### src/rtl/sample_chan_arbiter.sv
// -----------------------------------------------------------------------------
// sample_chan_arbiter
//
// Merges NREQ valid-only producer channels onto one shared valid/ready
// consumer channel. Producers have no backpressure, so each owns a private
// FIFO of DEPTH entries. A round-robin scheduler drains the FIFOs into a
// registered output stage. A beat that arrives at a full FIFO that is not
// being popped on the same edge is dropped, and that requester's sticky
// overflow flag is raised.
//
// Handshake: out_valid/out_data/out_src describe one beat. The beat transfers
// on a rising edge where out_valid && out_ready. Once out_valid is high, the
// stage holds out_valid, out_data and out_src stable until that transfer
// happens. The stage reloads whenever it is empty or being drained.
//
// Ports
//   clk        rising-edge clock
//   reset      asynchronous, active-low reset
//   in_valid   per-requester valid (bit i qualifies slice i of in_data)
//   in_data    packed requester data, slice i = in_data[i*WIDTH +: WIDTH]
//   out_valid  output stage holds a beat
//   out_ready  sink accepts the beat
//   out_data   granted data
//   out_src    index of the requester that produced out_data
//   ovf        sticky per-requester overflow (a beat was dropped)
//   clr_ovf    clears ovf bits that are not being set on the same edge
// -----------------------------------------------------------------------------
module sample_chan_arbiter #(
  parameter  int NREQ  = 3,
  parameter  int WIDTH = 32,
  parameter  int DEPTH = 4,
  localparam int SRC_W = (NREQ > 1) ? $clog2(NREQ) : 1
) (
  input  logic                  clk,
  input  logic                  reset,
  input  logic [NREQ-1:0]       in_valid,
  input  logic [NREQ*WIDTH-1:0] in_data,
  output logic                  out_valid,
  input  logic                  out_ready,
  output logic [WIDTH-1:0]      out_data,
  output logic [SRC_W-1:0]      out_src,
  output logic [NREQ-1:0]       ovf,
  input  logic                  clr_ovf
);

  // The address is the low AW pointer bits. The extra top bit is the wrap
  // bit: pointers are equal means empty, and pointers that differ only in the
  // wrap bit mean full.
  localparam int AW    = $clog2(DEPTH);
  localparam int PTR_W = AW + 1;

  // ---------------------------------------------------------------------------
  // Per-requester FIFO state
  // ---------------------------------------------------------------------------
  logic [WIDTH-1:0] mem       [NREQ][DEPTH];
  logic [PTR_W-1:0] wr_ptr    [NREQ];
  logic [PTR_W-1:0] rd_ptr    [NREQ];
  logic [WIDTH-1:0] head_data [NREQ];

  logic [NREQ-1:0]  fifo_empty;
  logic [NREQ-1:0]  fifo_full;
  logic [NREQ-1:0]  pop;
  logic [NREQ-1:0]  push;
  logic [NREQ-1:0]  ovf_set;

  // Round-robin pointer: the index granted most recently. The search starts
  // one past it.
  logic [SRC_W-1:0] rr;

  // Scheduler signals
  logic             load;
  logic             grant_valid;
  logic [SRC_W-1:0] grant_idx;
  logic [WIDTH-1:0] grant_data;

  always_comb begin
    for (int i = 0; i < NREQ; i++) begin
      fifo_empty[i] = (wr_ptr[i] == rd_ptr[i]);
      fifo_full[i]  = (wr_ptr[i][AW-1:0] == rd_ptr[i][AW-1:0]) &&
                      (wr_ptr[i][AW]     != rd_ptr[i][AW]);
      head_data[i]  = mem[i][rd_ptr[i][AW-1:0]];
    end
  end

  // The output stage can take a new beat when it is empty or when its
  // current beat leaves on this edge.
  assign load = !out_valid || out_ready;

  // Pick the first non-empty FIFO, searching from rr+1 and wrapping modulo
  // NREQ. The search checks rr itself last, so a requester waits at most
  // NREQ-1 grants.
  always_comb begin
    int cand;
    cand        = 0;
    grant_valid = 1'b0;
    grant_idx   = '0;
    for (int k = 1; k <= NREQ; k++) begin
      cand = int'(rr) + k;
      if (cand >= NREQ) begin
        cand = cand - NREQ;
      end
      if (!grant_valid && !fifo_empty[cand]) begin
        grant_valid = 1'b1;
        grant_idx   = SRC_W'(cand);
      end
    end
  end

  assign grant_data = head_data[grant_idx];

  // A full FIFO still accepts a write if its head is popped on the same
  // edge. The write lands in the slot being freed, and the read of that slot
  // uses the value from before the edge.
  always_comb begin
    for (int i = 0; i < NREQ; i++) begin
      pop[i]     = load && grant_valid && (grant_idx == SRC_W'(i));
      push[i]    = in_valid[i] && (!fifo_full[i] || pop[i]);
      ovf_set[i] = in_valid[i] && fifo_full[i] && !pop[i];
    end
  end

  // ---------------------------------------------------------------------------
  // FIFO pointers (reset discards every queued beat)
  // ---------------------------------------------------------------------------
  always_ff @(posedge clk or negedge reset) begin
    if (!reset) begin
      for (int i = 0; i < NREQ; i++) begin
        wr_ptr[i] <= '0;
        rd_ptr[i] <= '0;
      end
    end else begin
      for (int i = 0; i < NREQ; i++) begin
        if (push[i]) begin
          wr_ptr[i] <= wr_ptr[i] + PTR_W'(1);
        end
        if (pop[i]) begin
          rd_ptr[i] <= rd_ptr[i] + PTR_W'(1);
        end
      end
    end
  end

  // The storage array needs no reset because the pointers decide which
  // entries are live.
  always_ff @(posedge clk) begin
    for (int i = 0; i < NREQ; i++) begin
      if (push[i]) begin
        mem[i][wr_ptr[i][AW-1:0]] <= in_data[i*WIDTH +: WIDTH];
      end
    end
  end

  // ---------------------------------------------------------------------------
  // Registered output stage, round-robin pointer and sticky overflow
  // ---------------------------------------------------------------------------
  always_ff @(posedge clk or negedge reset) begin
    if (!reset) begin
      out_valid <= 1'b0;
      out_data  <= '0;
      out_src   <= '0;
      // Start at NREQ-1 so that the first search after reset begins at
      // requester 0.
      rr        <= SRC_W'(NREQ - 1);
      ovf       <= '0;
    end else begin
      if (load) begin
        if (grant_valid) begin
          out_valid <= 1'b1;
          out_data  <= grant_data;
          out_src   <= grant_idx;
          rr        <= grant_idx;
        end else begin
          // When no FIFO has data, drop valid. out_data and out_src keep
          // their old values.
          out_valid <= 1'b0;
        end
      end
      // A bit being set on this edge wins over clr_ovf.
      ovf <= ovf_set | (ovf & ~{NREQ{clr_ovf}});
    end
  end

endmodule
### config.mk
export PLATFORM = sky130hd
export DESIGN_NAME = sample_chan_arbiter
export DESIGN_NICKNAME = d
export VERILOG_FILES = /design/src/rtl/sample_chan_arbiter.sv
export SDC_FILE = /design/constraint.sdc
export NUM_CORES = 1
export LEC_CHECK = 0
export ABC_AREA = 1
export CORE_MARGIN = 1
export CORE_UTILIZATION = 53
export DETAILED_ROUTE_END_ITERATION = 12
export PLACE_DENSITY = 0.76
export SLEW_MARGIN = 30
export SYNTH_ARGS = -nofsm -noshare
export SYNTH_HDL_FRONTEND = slang
export SYNTH_SLANG_ARGS = --single-unit
export TNS_END_PERCENT = 30
### constraint.sdc
create_clock -name clk -period 3.5 [get_ports clk]
set_input_delay 1.05 -clock clk [delete_from_list [all_inputs] [get_ports clk]]
set_output_delay 1.05 -clock clk [all_outputs]
set_load 0.01 [all_outputs]
### Word level (Yosys, flattened, before mapping)

Memories as Yosys holds them, arrays and structs flattened.
Cells that the tools add are included.

* bits in registers: 58
* memory bits (writable): 384
* input bits: 103
* memories kept: 1

Memories
* mem: depth 3, bits a word 128, read ports 3, clocked after memory_dff 0, write ports 3, line 55 `logic [WIDTH-1:0] mem [NREQ][DEPTH];`

* add/subtract/negate cells: 12
* magnitude comparators: 16
* eq/ne operators: 11
* multiplexer cells: 43
* bitwise logic cells: 10
* reductions and logical operators: 37

Operators with widths (number)
* $mux 32: 14
* $mux 128: 3
* $bmux 32 s2: 4
* $demux 32 s2: 3
* $lt 32x4->1 const B: 3
* $ge 3x3->1 const B: 7
* $logic_and 1x1->1: 21
* $not 2->3: 7
* $add 3x1->3 const B: 6
* $mux 1: 13
* $sub 3x2->4 const B: 3
* $logic_not 1->1: 10
* $eq 3x3->1: 3
* $ge 3x2->1 const B: 3
* $lt 3x1->1 const B: 3
* $add 2x2->3 const B: 2
* $bmux 1 s2: 3
* $eq 2x2->1: 3
* $mux 2: 3
* $logic_or 1x1->1: 4
* $add 2x1->3 const B: 1
* $and 3x3->3: 1
* $ne 1x1->1: 3
* $not 3->3: 1
* 5 further kinds: 5

### Logic depth before layout (Yosys ltp)

* word-level depth: 18
* mapped depth: 17
* depth with buffers taken out: 16

### Worst setup path before layout

OpenSTA, ideal clock, no wires.

* path type: register to register
* start: reg rr[1]
* end: mem mem[0][192] in the netlist's numbering (enable)
* library setup time: 0.421 ns
* arrival time: 3.433 ns
* data required time: 3.079 ns
* path slack: -0.354 ns
* stages on the path, launching flop included: 17
* clock period less this slack: 3.854 ns
* cells stage by stage: dfstp_2 -> inv_1 -> ha_1 -> buf_2 -> nand2_1 -> inv_1 -> nand4_1 -> nand2_1 -> nor2_4 -> nand3b_2 -> nand2_4 -> inv_4 -> buf_6 -> nand3_4 -> nand2_2 -> nand2_2 -> nor2_1

RTL lines
* from (decl): line 68 `logic [SRC_W-1:0] rr;`
* from (signal assigned): line 163 `rr <= SRC_W'(NREQ - 1);`
* from (signal assigned): line 171 `rr <= grant_idx;`
* to (decl): line 55

==> impl_metrics.csv <==
group,metric,value,unit
routing,ant_nets,0,
routing,drt-initial-drc-count,1415,
power,peakVddDrop,0.633,mV
place,post-dp-hpwl,26900,um
outcome,status,"finished, final reports clean",
routing,routed_wl,42300,um
logic_synthesis,synth_cell_types,32,
routing,routed-via-count,12100,
cts,clockRootBuffer,"clkbuf_16",
place,dpl_cell_area,20100,um^2
final_layout,final_cell_mix,"edfxtp_1, nand2_1, clkdlybuf4s50_1",
final_layout,fillers,2436,
flow_run,cap_violations,0,
power,p_total,0.0223,W
logic_synthesis,syn-cell-area,18100,um^2
global_route,grt_first_pass_wirelength,65500,um
global_route,track_usage,24.5,%
place,port_buffers,140,
timing,min_period_over_period,91.1,%
timing,relSlewSlack,51.6,%
global_route,grt_pass1_vias,11500,
final_layout,diodes,0,
timing,finalSetupTns,0,ns
cts,cts.repair.resized,0,
final_layout,final_net_count,1750,
timing,slew_viol_final,0,
critical_path,cp_max_fo,32,
global_route,grt-ovfl-total,0,
routing,drc,0,
floorplanning,io_pins,141,
final_layout,layout_commonest_cell,"edfxtp_1",
final_layout,drive_above_1_share,7.83,%
final_layout,regArea,13000,um^2
critical_path,cp_data_arrival_time,3.41,ns
power,p_leak,7.91,nW
floorplanning,start_util,53.9,%
logic_synthesis,synth.avg_cell_area,12.1,um^2
cts,postCtsSetupBuffers,0,
critical_path,required,3.72,ns
final_layout,area_growth,18.8,%
global_route,antenna_found_initial,0,
floorplanning,rows,67,
routing,first_pass_iters,5,
timing,holdWs,0.482,ns
cts,htreeDepth,2,
place,gp_congestion,0.879,
floorplanning,die_w,187,um
logic_synthesis,seq_area_frac_synth,71.7,%
timing,hold_viol,0,
logic_synthesis,synthCells,1495,
critical_path,reg2reg_from,"out_src[0]$_DFFE_PN0P_",
cts,path_clk_slew,0.06,ns
hold_path,hold_depth,2,
critical_path,worstSetupPathType,"register to register",
floorplanning,core_area,33500,um^2
critical_path,r2r-end,"mem[0][377]$_DFFE_PP_",
cts,clkLatencyLatePin,0.54,ns
routing,routedWlPerCell,20.0,um
floorplanning,dieArea,34800,um^2
timing,grt_setup_unrepaired,"false",
timing,timing.fmax,314,MHz
final_layout,final_cell_area,21500,um^2
floorplanning,dieHeight,187,um
cts,clockBufferDepth,3,
logic_synthesis,synth_nets,1616,
timing,setup_viol_count_final,0,
cts,ctsHoldBuffers,0,
final_layout,multiInputGateArea,4570,um^2
hold_path,hp-start,"out_data[30]$_DFFE_PN0P_",
hold_path,min_to,"out_data[30]$_DFFE_PN0P_",
hold_path,worst_hold_path_type,"register to register",
cts,cts_buffers,43,
logic_synthesis,ys_warn_count,0,
power,power_density,1040,nW/um^2
critical_path,cp-end-kind,"register",
timing,clock_skew,0.0187,ns
timing,worst_pin_slew,0.726,ns
global_route,grt_max_degree,67,
critical_path,ff2ff_setup_slack,0.31,ns
critical_path,crit_start,"out_src[0]$_DFFE_PN0P_",
timing,min_period,3.19,ns
cts,cts.sinks,441,
critical_path,r2r_cells,15,
cts,cts_tree,"built",
logic_synthesis,synth_seq_cells,441,
critical_path,worstSetupStartpointType,"register",
routing,viasPerCell,5.72,
## state kept, by name, indices dropped and copies added (netlist names)
| register | flops |
|---|---|
| ovf | 3 |
| rd_ptr | 9 |
| rr | 1 |
| wr_ptr | 9 |
| out_data | 32 |
| out_src | 2 |
| out_valid | 1 |
| mem | 384 |
## logic make-up after synthesis
family / Yosys count / synth area share (%)
compound gates: 265 / 8.67
xor+xnor: 5 / 0.242
fa+ha+maj: 18 / 1.25
buf+inv: 134 / 3.12
flops: 441 / 71.7
simple gates: 632 / 15.0
## cell usage after synthesis
library cell	count	area, um^2
a21oi_1	34	170
a32o_1	32	320
buf_1	7	26.3
buf_2	10	50.1
buf_4	4	30.0
buf_6	4	45.0
clkbuf_1	60	225
dfrtp_1	56	1400
dfstp_2	1	26.3
edfxtp_1	384	11500
ha_1	18	225
inv_1	41	154
inv_2	7	26.3
inv_4	1	6.26
nand2_1	373	1400
nand2_2	7	43.8
nand2_4	4	45.0
nand3_1	53	265
nand3_2	3	30.0
nand3_4	2	35.0
nand3b_1	32	240
nand3b_2	1	11.3
nand4_1	5	31.3
nand4_2	1	12.5
nor2_1	147	552
nor2_2	1	6.26
nor2_4	2	22.5
nor2_8	1	20.0
o21ai_0	135	676
o22ai_1	64	400
xnor2_1	2	17.5
xor2_1	3	26.3
## where the power goes
| group | leakage, nW | switching (W) | total (W) | internal [W] |
|---|---|---|---|---|
| registers | 4.22 | 0.000495 | 0.00766 | 0.00717 |
| clock network | 0.668 | 0.00185 | 0.00454 | 0.00268 |
| logic | 3.03 | 0.00699 | 0.0101 | 0.00312 |
| total | 7.91 | 0.00934 | 0.0223 | 0.0130 |
## critical path, cell delays in order, from the launching register on
cell and delay [ns]:
dfrtp_1 0.50, inv_1 0.13, ha_1 0.43, nand2_1 0.10
inv_1 0.05, nand4_1 0.09, nand2_1 0.09, nor2_4 0.15
nand3b_2 0.16, nand2_4 0.06, inv_4 0.18, nand3_2 0.19
nand2_2 0.15, nand2_1 0.15, nor2_2 0.18, buf_12 0.24
## worst max-delay path by stage
stage | slack (ns) | to
after floorplan | -0.35 | mem[0][192]$_DFFE_PP_
after global placement | 0.34 | mem[0][368]$_DFFE_PP_
after detailed placement | 0.30 | mem[0][368]$_DFFE_PP_
after CTS | 0.31 | mem[0][377]$_DFFE_PP_
after global routing | 0.06 | mem[0][269]$_DFFE_PP_
final | 0.31 | mem[0][377]$_DFFE_PP_
## per-stage QoR
stage	utilization, %	std cells	worst slack [ns]
floorplan	-	1495	-0.354
global placement	59.9	2032	0.335
detailed placement	59.9	2032	0.295
CTS	64.0	2109	0.315
global route	64.0	2109	0.0577
finish	64.0	2109	0.312
## metal layers
metal | routed length [um] | up-vias | global-route usage (%)
met3 | 3410 | 74 | 3.78
met5 | 0 | - | 0
met2 | 19600 | 569 | 38.5
met4 | 1300 | 0 | 8.26
li1 | - | 5574 | -
met1 | 17900 | 5839 | 35.0
## area by class of cell
type / instances / area share (%)
well taps: 448 / 2.61
inverters: 49 / 0.868
clock inverters: 16 / 0.787
clock buffers: 61 / 5.62
multi-input cells: 920 / 21.3
flip-flops and latches: 441 / 60.4
repair buffers: 174 / 8.45
(Power assumes the default switching activity.)
